$ cat config.mk
export PLATFORM = sky130hd
export DESIGN_NAME = imem_loader
export DESIGN_NICKNAME = d
export VERILOG_FILES = /design/src/rtl/imem_loader.sv
export SDC_FILE = /design/constraint.sdc
export NUM_CORES = 1
export LEC_CHECK = 0
export CORE_MARGIN = 3
export CORE_UTILIZATION = 50
export DETAILED_ROUTE_END_ITERATION = 16
export HOLD_SLACK_MARGIN = 0.06
export PLACE_DENSITY = 0.75
export SLEW_MARGIN = 20
export SYNTH_ARGS = -nofsm -noshare
export SYNTH_HDL_FRONTEND = slang
export SYNTH_SLANG_ARGS = --single-unit
$ cat constraint.sdc
create_clock -name i_clock -period 2.3 [get_ports i_clock]
set_clock_uncertainty 0.2 [all_clocks]
set_input_delay 0.345 -clock i_clock [delete_from_list [all_inputs] [get_ports i_clock]]
set_output_delay 0.345 -clock i_clock [all_outputs]
set_load 0.02 [all_outputs]
$ cat src/rtl/imem_loader.sv
// imem_loader: turns the byte stream from the debug/UART receiver into
// byte writes on the fetch stage's instruction-memory write port.
// The fetch PC is held in reset while a program is loading. It is released
// when an aligned HALT word has been written or when the memory is full.
//
// Ports:
//   i_clock              system clock; everything changes on the rising edge
//   i_reset              synchronous, active-high reset
//   i_start              one-cycle pulse; starts a new load from IDLE or DONE
//   i_rx_valid/i_rx_data received byte strobe and byte
//   o_write_enable       one-cycle imem write strobe
//   o_write_data/addr    byte and byte address of the write; held between strobes
//   o_instru_mem_enable  imem enable, constant 1
//   o_pc_reset           holds the fetch PC at 0 while high
//   o_busy / o_done      high in LOAD / DONE
//   o_overflow           sticky: the memory filled up without a HALT word
//   o_word_count         complete words written in the current load
module imem_loader #(
  parameter int                      NB_MEM_WIDTH   = 8,
  parameter int                      NB_IMEM_DEPTH  = 8,
  parameter int                      NB_INSTRUCTION = 32,  // must be 4*NB_MEM_WIDTH
  parameter logic [NB_INSTRUCTION-1:0] HALT_INSTR   = 32'hFFFF_FFFF
) (
  input  logic                     i_clock,
  input  logic                     i_reset,
  input  logic                     i_start,
  input  logic                     i_rx_valid,
  input  logic [NB_MEM_WIDTH-1:0]  i_rx_data,
  output logic                     o_write_enable,
  output logic [NB_MEM_WIDTH-1:0]  o_write_data,
  output logic [NB_IMEM_DEPTH-1:0] o_write_addr,
  output logic                     o_instru_mem_enable,
  output logic                     o_pc_reset,
  output logic                     o_busy,
  output logic                     o_done,
  output logic                     o_overflow,
  output logic [NB_IMEM_DEPTH-2:0] o_word_count
);

  localparam int NB_WC   = NB_IMEM_DEPTH - 1;
  localparam int NB_HOLD = NB_INSTRUCTION - NB_MEM_WIDTH;  // bytes kept before the 4th arrives

  localparam logic [NB_IMEM_DEPTH-1:0] PTR_ONE = 1;
  localparam logic [NB_WC-1:0]         WC_ONE  = 1;

  typedef enum logic [1:0] {IDLE, LOAD, DONE} state_t;

  state_t                     r_state, w_next_state;
  logic [NB_IMEM_DEPTH-1:0]   r_ptr;
  logic [1:0]                 r_phase;
  logic [NB_HOLD-1:0]         r_word;
  logic                       r_write_enable;
  logic [NB_MEM_WIDTH-1:0]    r_write_data;
  logic [NB_IMEM_DEPTH-1:0]   r_write_addr;
  logic                       r_pc_reset;
  logic                       r_busy;
  logic                       r_done;
  logic                       r_overflow;
  logic [NB_WC-1:0]           r_word_count;

  logic                       w_accept;
  logic                       w_start;
  logic [NB_INSTRUCTION-1:0]  w_word;
  logic                       w_halt;
  logic                       w_last;

  // Next-state and datapath decode
  always_comb begin
    w_accept     = 1'b0;
    w_start      = 1'b0;
    w_halt       = 1'b0;
    w_last       = 1'b0;
    w_next_state = r_state;
    // Big-endian: the stored three bytes plus the incoming one form the word.
    w_word       = {r_word, i_rx_data};
    case (r_state)
      IDLE, DONE: begin
        // A start wins over a simultaneous byte; that byte is dropped.
        if (i_start) begin
          w_start      = 1'b1;
          w_next_state = LOAD;
        end
      end
      LOAD: begin
        w_accept = i_rx_valid;
        w_halt   = i_rx_valid && (r_phase == 2'd3) && (w_word == HALT_INSTR);
        w_last   = i_rx_valid && (r_ptr == '1);
        if (w_halt || w_last) w_next_state = DONE;
      end
      default: w_next_state = IDLE;
    endcase
  end

  always_ff @(posedge i_clock) begin
    if (i_reset) begin
      r_state        <= IDLE;
      r_ptr          <= '0;
      r_phase        <= '0;
      r_word         <= '0;
      r_write_enable <= 1'b0;
      r_write_data   <= '0;
      r_write_addr   <= '0;
      r_pc_reset     <= 1'b1;
      r_busy         <= 1'b0;
      r_done         <= 1'b0;
      r_overflow     <= 1'b0;
      r_word_count   <= '0;
    end else begin
      r_state        <= w_next_state;
      r_write_enable <= w_accept;
      // Status flags are registered from the next state so they line up with
      // the state register (DONE shows in the same cycle as the final strobe).
      r_busy         <= (w_next_state == LOAD);
      r_done         <= (w_next_state == DONE);
      r_pc_reset     <= (w_next_state != DONE);

      if (w_start) begin
        r_ptr        <= '0;
        r_phase      <= '0;
        r_word       <= '0;
        r_word_count <= '0;
        r_overflow   <= 1'b0;
      end

      if (w_accept) begin
        r_write_data <= i_rx_data;
        r_write_addr <= r_ptr;
        r_word       <= w_word[NB_HOLD-1:0];
        r_phase      <= r_phase + 2'd1;
        // The pointer saturates at the top address; the load ends there anyway.
        if (r_ptr != '1) r_ptr <= r_ptr + PTR_ONE;
        if (r_phase == 2'd3) r_word_count <= r_word_count + WC_ONE;
        if (w_last && !w_halt) r_overflow <= 1'b1;
      end
    end
  end

  assign o_write_enable      = r_write_enable;
  assign o_write_data        = r_write_data;
  assign o_write_addr        = r_write_addr;
  assign o_instru_mem_enable = 1'b1;
  assign o_pc_reset          = r_pc_reset;
  assign o_busy              = r_busy;
  assign o_done              = r_done;
  assign o_overflow          = r_overflow;
  assign o_word_count        = r_word_count;

endmodule

## Word-level counts from Yosys, hierarchy flattened

Cells that the tools add are included.

| cells by class | value |
|---|---|
| $mul | 0 |
| magnitude comparators | 0 |
| bitwise operators | 0 |
| shifts and indexed selects | 0 |
| add/subtract/negate cells | 3 |
| reduce and logical (&&, ||, !) cells | 9 |
| mux-type cells | 21 |
| eq/ne operators | 9 |
| divide/modulo/power cells | 0 |

Operator list:

| cell | number |
|---|---|
| two-way mux 24 bit | 2 |
| == test 32 bit, second input constant | 1 |
| two-way mux 8 bit | 3 |
| two-way mux 7 bit | 3 |
| adder 8 x 1 -> 8 bit, second input constant | 1 |
| == test 8 bit, second input constant | 1 |
| two-way mux 1 bit | 8 |
| two-way mux 2 bit | 4 |
| inequality test 8 bit, second input constant | 1 |
| adder 7 x 1 -> 7 bit, second input constant | 1 |
| == test 2 bit, second input constant | 3 |
| == test 2 x 1 -> 1 bit, second input constant | 2 |
| logical AND 1 bit | 4 |
| one-hot mux 2 bit (2 select lines) | 1 |
| adder 2 x 1 -> 2 bit, second input constant | 1 |
| zero test 2 bit | 1 |
| inequality test 2 bit, second input constant | 1 |
| nonzero test 2 bit | 1 |
| OR reduction 2 bit | 1 |
| zero test 1 bit | 1 |
| logical OR 1 bit | 1 |

| storage, ports and cells | value |
|---|---|
| bits in read-only memories | 0 |
| register bits after elaboration | 64 |
| latch bits | 0 |
| memories kept | 0 |
| bits in writable memories | 0 |

## Longest topological paths before layout

| logic depth | value |
|---|---|
| depth in word-level cells | 8 |
| mapped depth | 6 |

## Worst setup path before layout

Ideal clock, no wire load.

| timing | value |
|---|---|
| path type | flip-flop to flip-flop |
| from | register r_ptr[0] |
| to | register r_ptr[5] |
| arrival time | 1458 ps |
| data required time | 2026 ps |
| setup time | 74 ps |
| buffers on the path | 0 |
| path slack | 568 ps |
| cell stages (with the launch flop) | 6 |
| cells stage by stage | dfxtp_1 > ha_1 > and3_4 > a21o_4 > or3_1 > a31oi_1 |

| between the ends | value |
|---|---|
| cells in the longest elaborated chain, start to end | 3 |
| elaborated cells between the ends (all ways) | 4 |
| those cells by class | add/sub: 1; eq/ne: 1; mux: 2 |

Ends and longest elaborated chain:

| item | line | RTL |
|---|---|---|
| start, declared | 49 | `logic [NB_IMEM_DEPTH-1:0] r_ptr;` |
| start signal, assigned | 131 | `if (r_ptr != '1) r_ptr <= r_ptr + PTR_ONE;` |
| adder 8 x 1 -> 8 bit / inequality test 8 bit (equally long branches) | 131 |  |
| two-way mux 8 bit (*) | 131 |  |
| two-way mux 8 bit (*) | 125 | `if (w_accept) begin` |

Mark *: on every way between the ends. The rest lies on a longest branch, timed or not.
A chain may end at the register's enable or synchronous reset.

## Worst setup path after layout

| timing | value |
|---|---|
| from | register r_word_count[3] (netlist: o_word_count[3]) |
| to | output o_word_count[3] |

RTL lines:

| item | line | RTL |
|---|---|---|
| start, declared | 59 | `logic [NB_WC-1:0] r_word_count;` |
| start signal, assigned | 132 | `if (r_phase == 2'd3) r_word_count <= r_word_count + WC_ONE;` |
| end, declared | 37 | `output logic [NB_IMEM_DEPTH-2:0] o_word_count` |

No word-level cell between the ends.

==> flow_summary.toml <==
[worst_setup_path]
ff2ff_setup_slack_ns = 0.43
path_cells = "clkdlybuf4s50_1"
cpPeakStageDelay_ns = 0.63
cpLargestDelayFamily = "buffers and inverters"
endpoint_kind = "output port"
slowest_stage = "clkdlybuf4s50_1"
setup.worst_path.start_class = "flip-flop"
worstSetupPathType = "reg2out"
crit_fanout = 5
critPathRequiredTime_ns = 1.75
worst_ep_arrival_time_ns = 1.37
crit_buf_inv = 1

[clocking]
cts_resized = 0
insertion_delay_ns = 0.35
cts_tree = "built"
cts_setup_buffers = 0
cts_buffer_depth = 2
holdBufCountCts = 0
htree_levels = 3
clock-sinks = 64
cts_root_buf = "clkbuf_8"
clkTransAtPathRegs_ns = 0.07
cts-buffers-inserted = 9

[timing]
final_max_slew_viol_count = 0
setup_viol = 0
finalHoldViolCount = 0
rsz0062_at_grt = "no"
holdWs_ns = 0.255
layout_min_cycle_time_ns = 1.91
setup-tns-final_ns = 0
fmax_ghz = 0.523
period_share = 0.831

[min_path]
hold_class = "reg2reg"

[synthesis]
ys_seq_area_frac = 0.515
synth_ff_type = "dfxtp_1"
synth_edf_count = 0
synth-seq-cells = 64
postSynth.asyncResetShare = 0
postSynthAreaPerCell_um2 = 9.01
yosysUniqueCellTypes = 48
syn_nets = 291
synthCells = 276
ys.warnings.count = 0
syn_area_um2 = 2490

[layout]
area_growth_pct = 26.0
fin_nets = 334
diodes = 0
multi_input_area_um2 = 1130
drive_above_1_share = 0.0898
num-fill-cells = 431
regArea_um2 = 1280

[die]
initial_utilization = 0.523
io_pins = 41
core-area_um2 = 4750
dieArea_um2 = 5850
die_w_um = 76.5
std_cell_rows = 25
die_h_um = 76.5

[global_routing]
grt_usage = 0.195
grt_pass1_wl_um = 8980
antenna_found_initial = 0
grt_max_degree = 26
grt_pass1_vias = 1940
gr-total-overflow = 0

[detailed_routing]
num_vias = 2131
wl_um = 5440
drt_iter0_markers = 79
drc_errors = 0
routedWlPerCell_um = 13.9
vias_per_cell = 5.46
drtAntennaViolNets = 0
drtPass1Iterations = 4

[placed_design]
globalplace.congestion = 0.805
port-buffer-count = 39
hpwl_um = 3760

[power_and_ir_drop]
peakVddDrop_mv = 0.403
power_leakage_nw = 1.09
power.density_nw_per_um2 = 721

[status]
status = "finished clean"

[flow_run]
cap_viol_max_count = 0
-- cells by family (layout without fill, tap and decap cells) --
family                     Yosys count  in the layout  synth area share
and+or+nand+nor                    117            117             0.231
AOI/OAI and AO/OA                   70             70             0.188
DFF                                 64             64             0.515
buffers and inverters               16             63            0.0317
xor gates and xnor gates             4              4            0.0141
adders and majority gates            3              3            0.0151
other                                1              1           0.00151
muxes                                1              1           0.00403
-- sequential cells by signal (all words and copies together) (netlist names) --
register        count
o_busy              1
o_done              1
o_overflow          1
o_pc_reset          1
o_word_count        7
o_write_addr        8
o_write_data        8
o_write_enable      1
r_phase             2
r_ptr               8
r_state             2
r_word             24
-- per-stage QoR --
step	util	instances	power [mW]	setup slack (ns)	area, um^2
5_1_grt	0.659	390	2.34	0.308	3130
2_1_floorplan	-	276	1.28	0.568	2490
3_5_place_dp	0.619	375	1.35	0.135	2950
6_report	0.659	390	2.26	0.389	3130
4_1_cts	0.659	390	2.29	0.363	3130
3_3_place_gp	0.619	375	1.35	0.175	2950
-- path summary, 6_finish.rpt --
check | start | to | cells past startpoint
worst max-delay path | o_word_count[3] | o_word_count[3] | 1
worst min-delay path | o_write_addr[0] | o_write_addr[0] | 2
worst max register to register | r_ptr[0] | r_ptr[5] | 5
worst min register to register | o_write_addr[0] | o_write_addr[0] | 2
-- cells in the final DEF (no fill, tap or decap), types with 2 or more instances in the layout --
cell | Yosys | layout
nand4_1 | 10 | 10
nand4b_1 | 2 | 2
ha_1 | 3 | 3
nand2b_1 | 2 | 2
clkbuf_1 | 3 | 2
xnor2_1 | 3 | 3
buf_4 | 2 | 8
nor3_1 | 5 | 5
dfxtp_1 | 64 | 64
o21ai_1 | 5 | 5
a22o_1 | 17 | 17
a21oi_1 | 34 | 34
clkdlybuf4s50_1 | 0 | 39
o2bb2ai_1 | 3 | 3
clkbuf_8 | 0 | 10
nor2_1 | 16 | 16
a311oi_1 | 2 | 2
nand2_1 | 52 | 52
nand3_1 | 14 | 14
-- routing by layer --
layer / global-route usage / routed length, um / vias to the layer above
met5: 0 / 0 / -
met1: 0.254 / 2730 / 1001
met4: 0.0870 / 102 / 0
li1: - / - / 1070
met2: 0.290 / 2360 / 51
met3: 0.0697 / 240 / 9
-- synth_stat cells, types with 2 or more instances --
master / count / area (um^2)
dfxtp_1: 64 / 1280
clkbuf_1: 3 / 11.3
a21oi_1: 34 / 170
a311oi_1: 2 / 17.5
nand2b_1: 2 / 12.5
a22o_1: 17 / 149
nand4_1: 10 / 62.6
nand2_1: 52 / 195
xnor2_1: 3 / 26.3
buf_2: 9 / 45.0
nor3_1: 5 / 25.0
o21ai_1: 5 / 25.0
ha_1: 3 / 37.5
o2bb2ai_1: 3 / 26.3
nand3_1: 14 / 70.1
nor2_1: 16 / 60.1
buf_4: 2 / 15.0
nand4b_1: 2 / 17.5
-- power by group --
group / switching (mW) / internal (mW) / total, mW
clock: 0.412 / 0.523 / 0.934
sequential: 0.0182 / 1.13 / 1.15
combinational: 0.107 / 0.0700 / 0.177
-- area by class of cell --
cell class,instances,share of cell area
repair buffers,47,0.144
flip-flops and latches,64,0.409
clock buffers,12,0.0463
multi-input cells,196,0.359
inverters,1,0.00120
clock inverters,3,0.0136
well taps,67,0.0268
No activity file was read; power rests on OpenSTA's default activity.
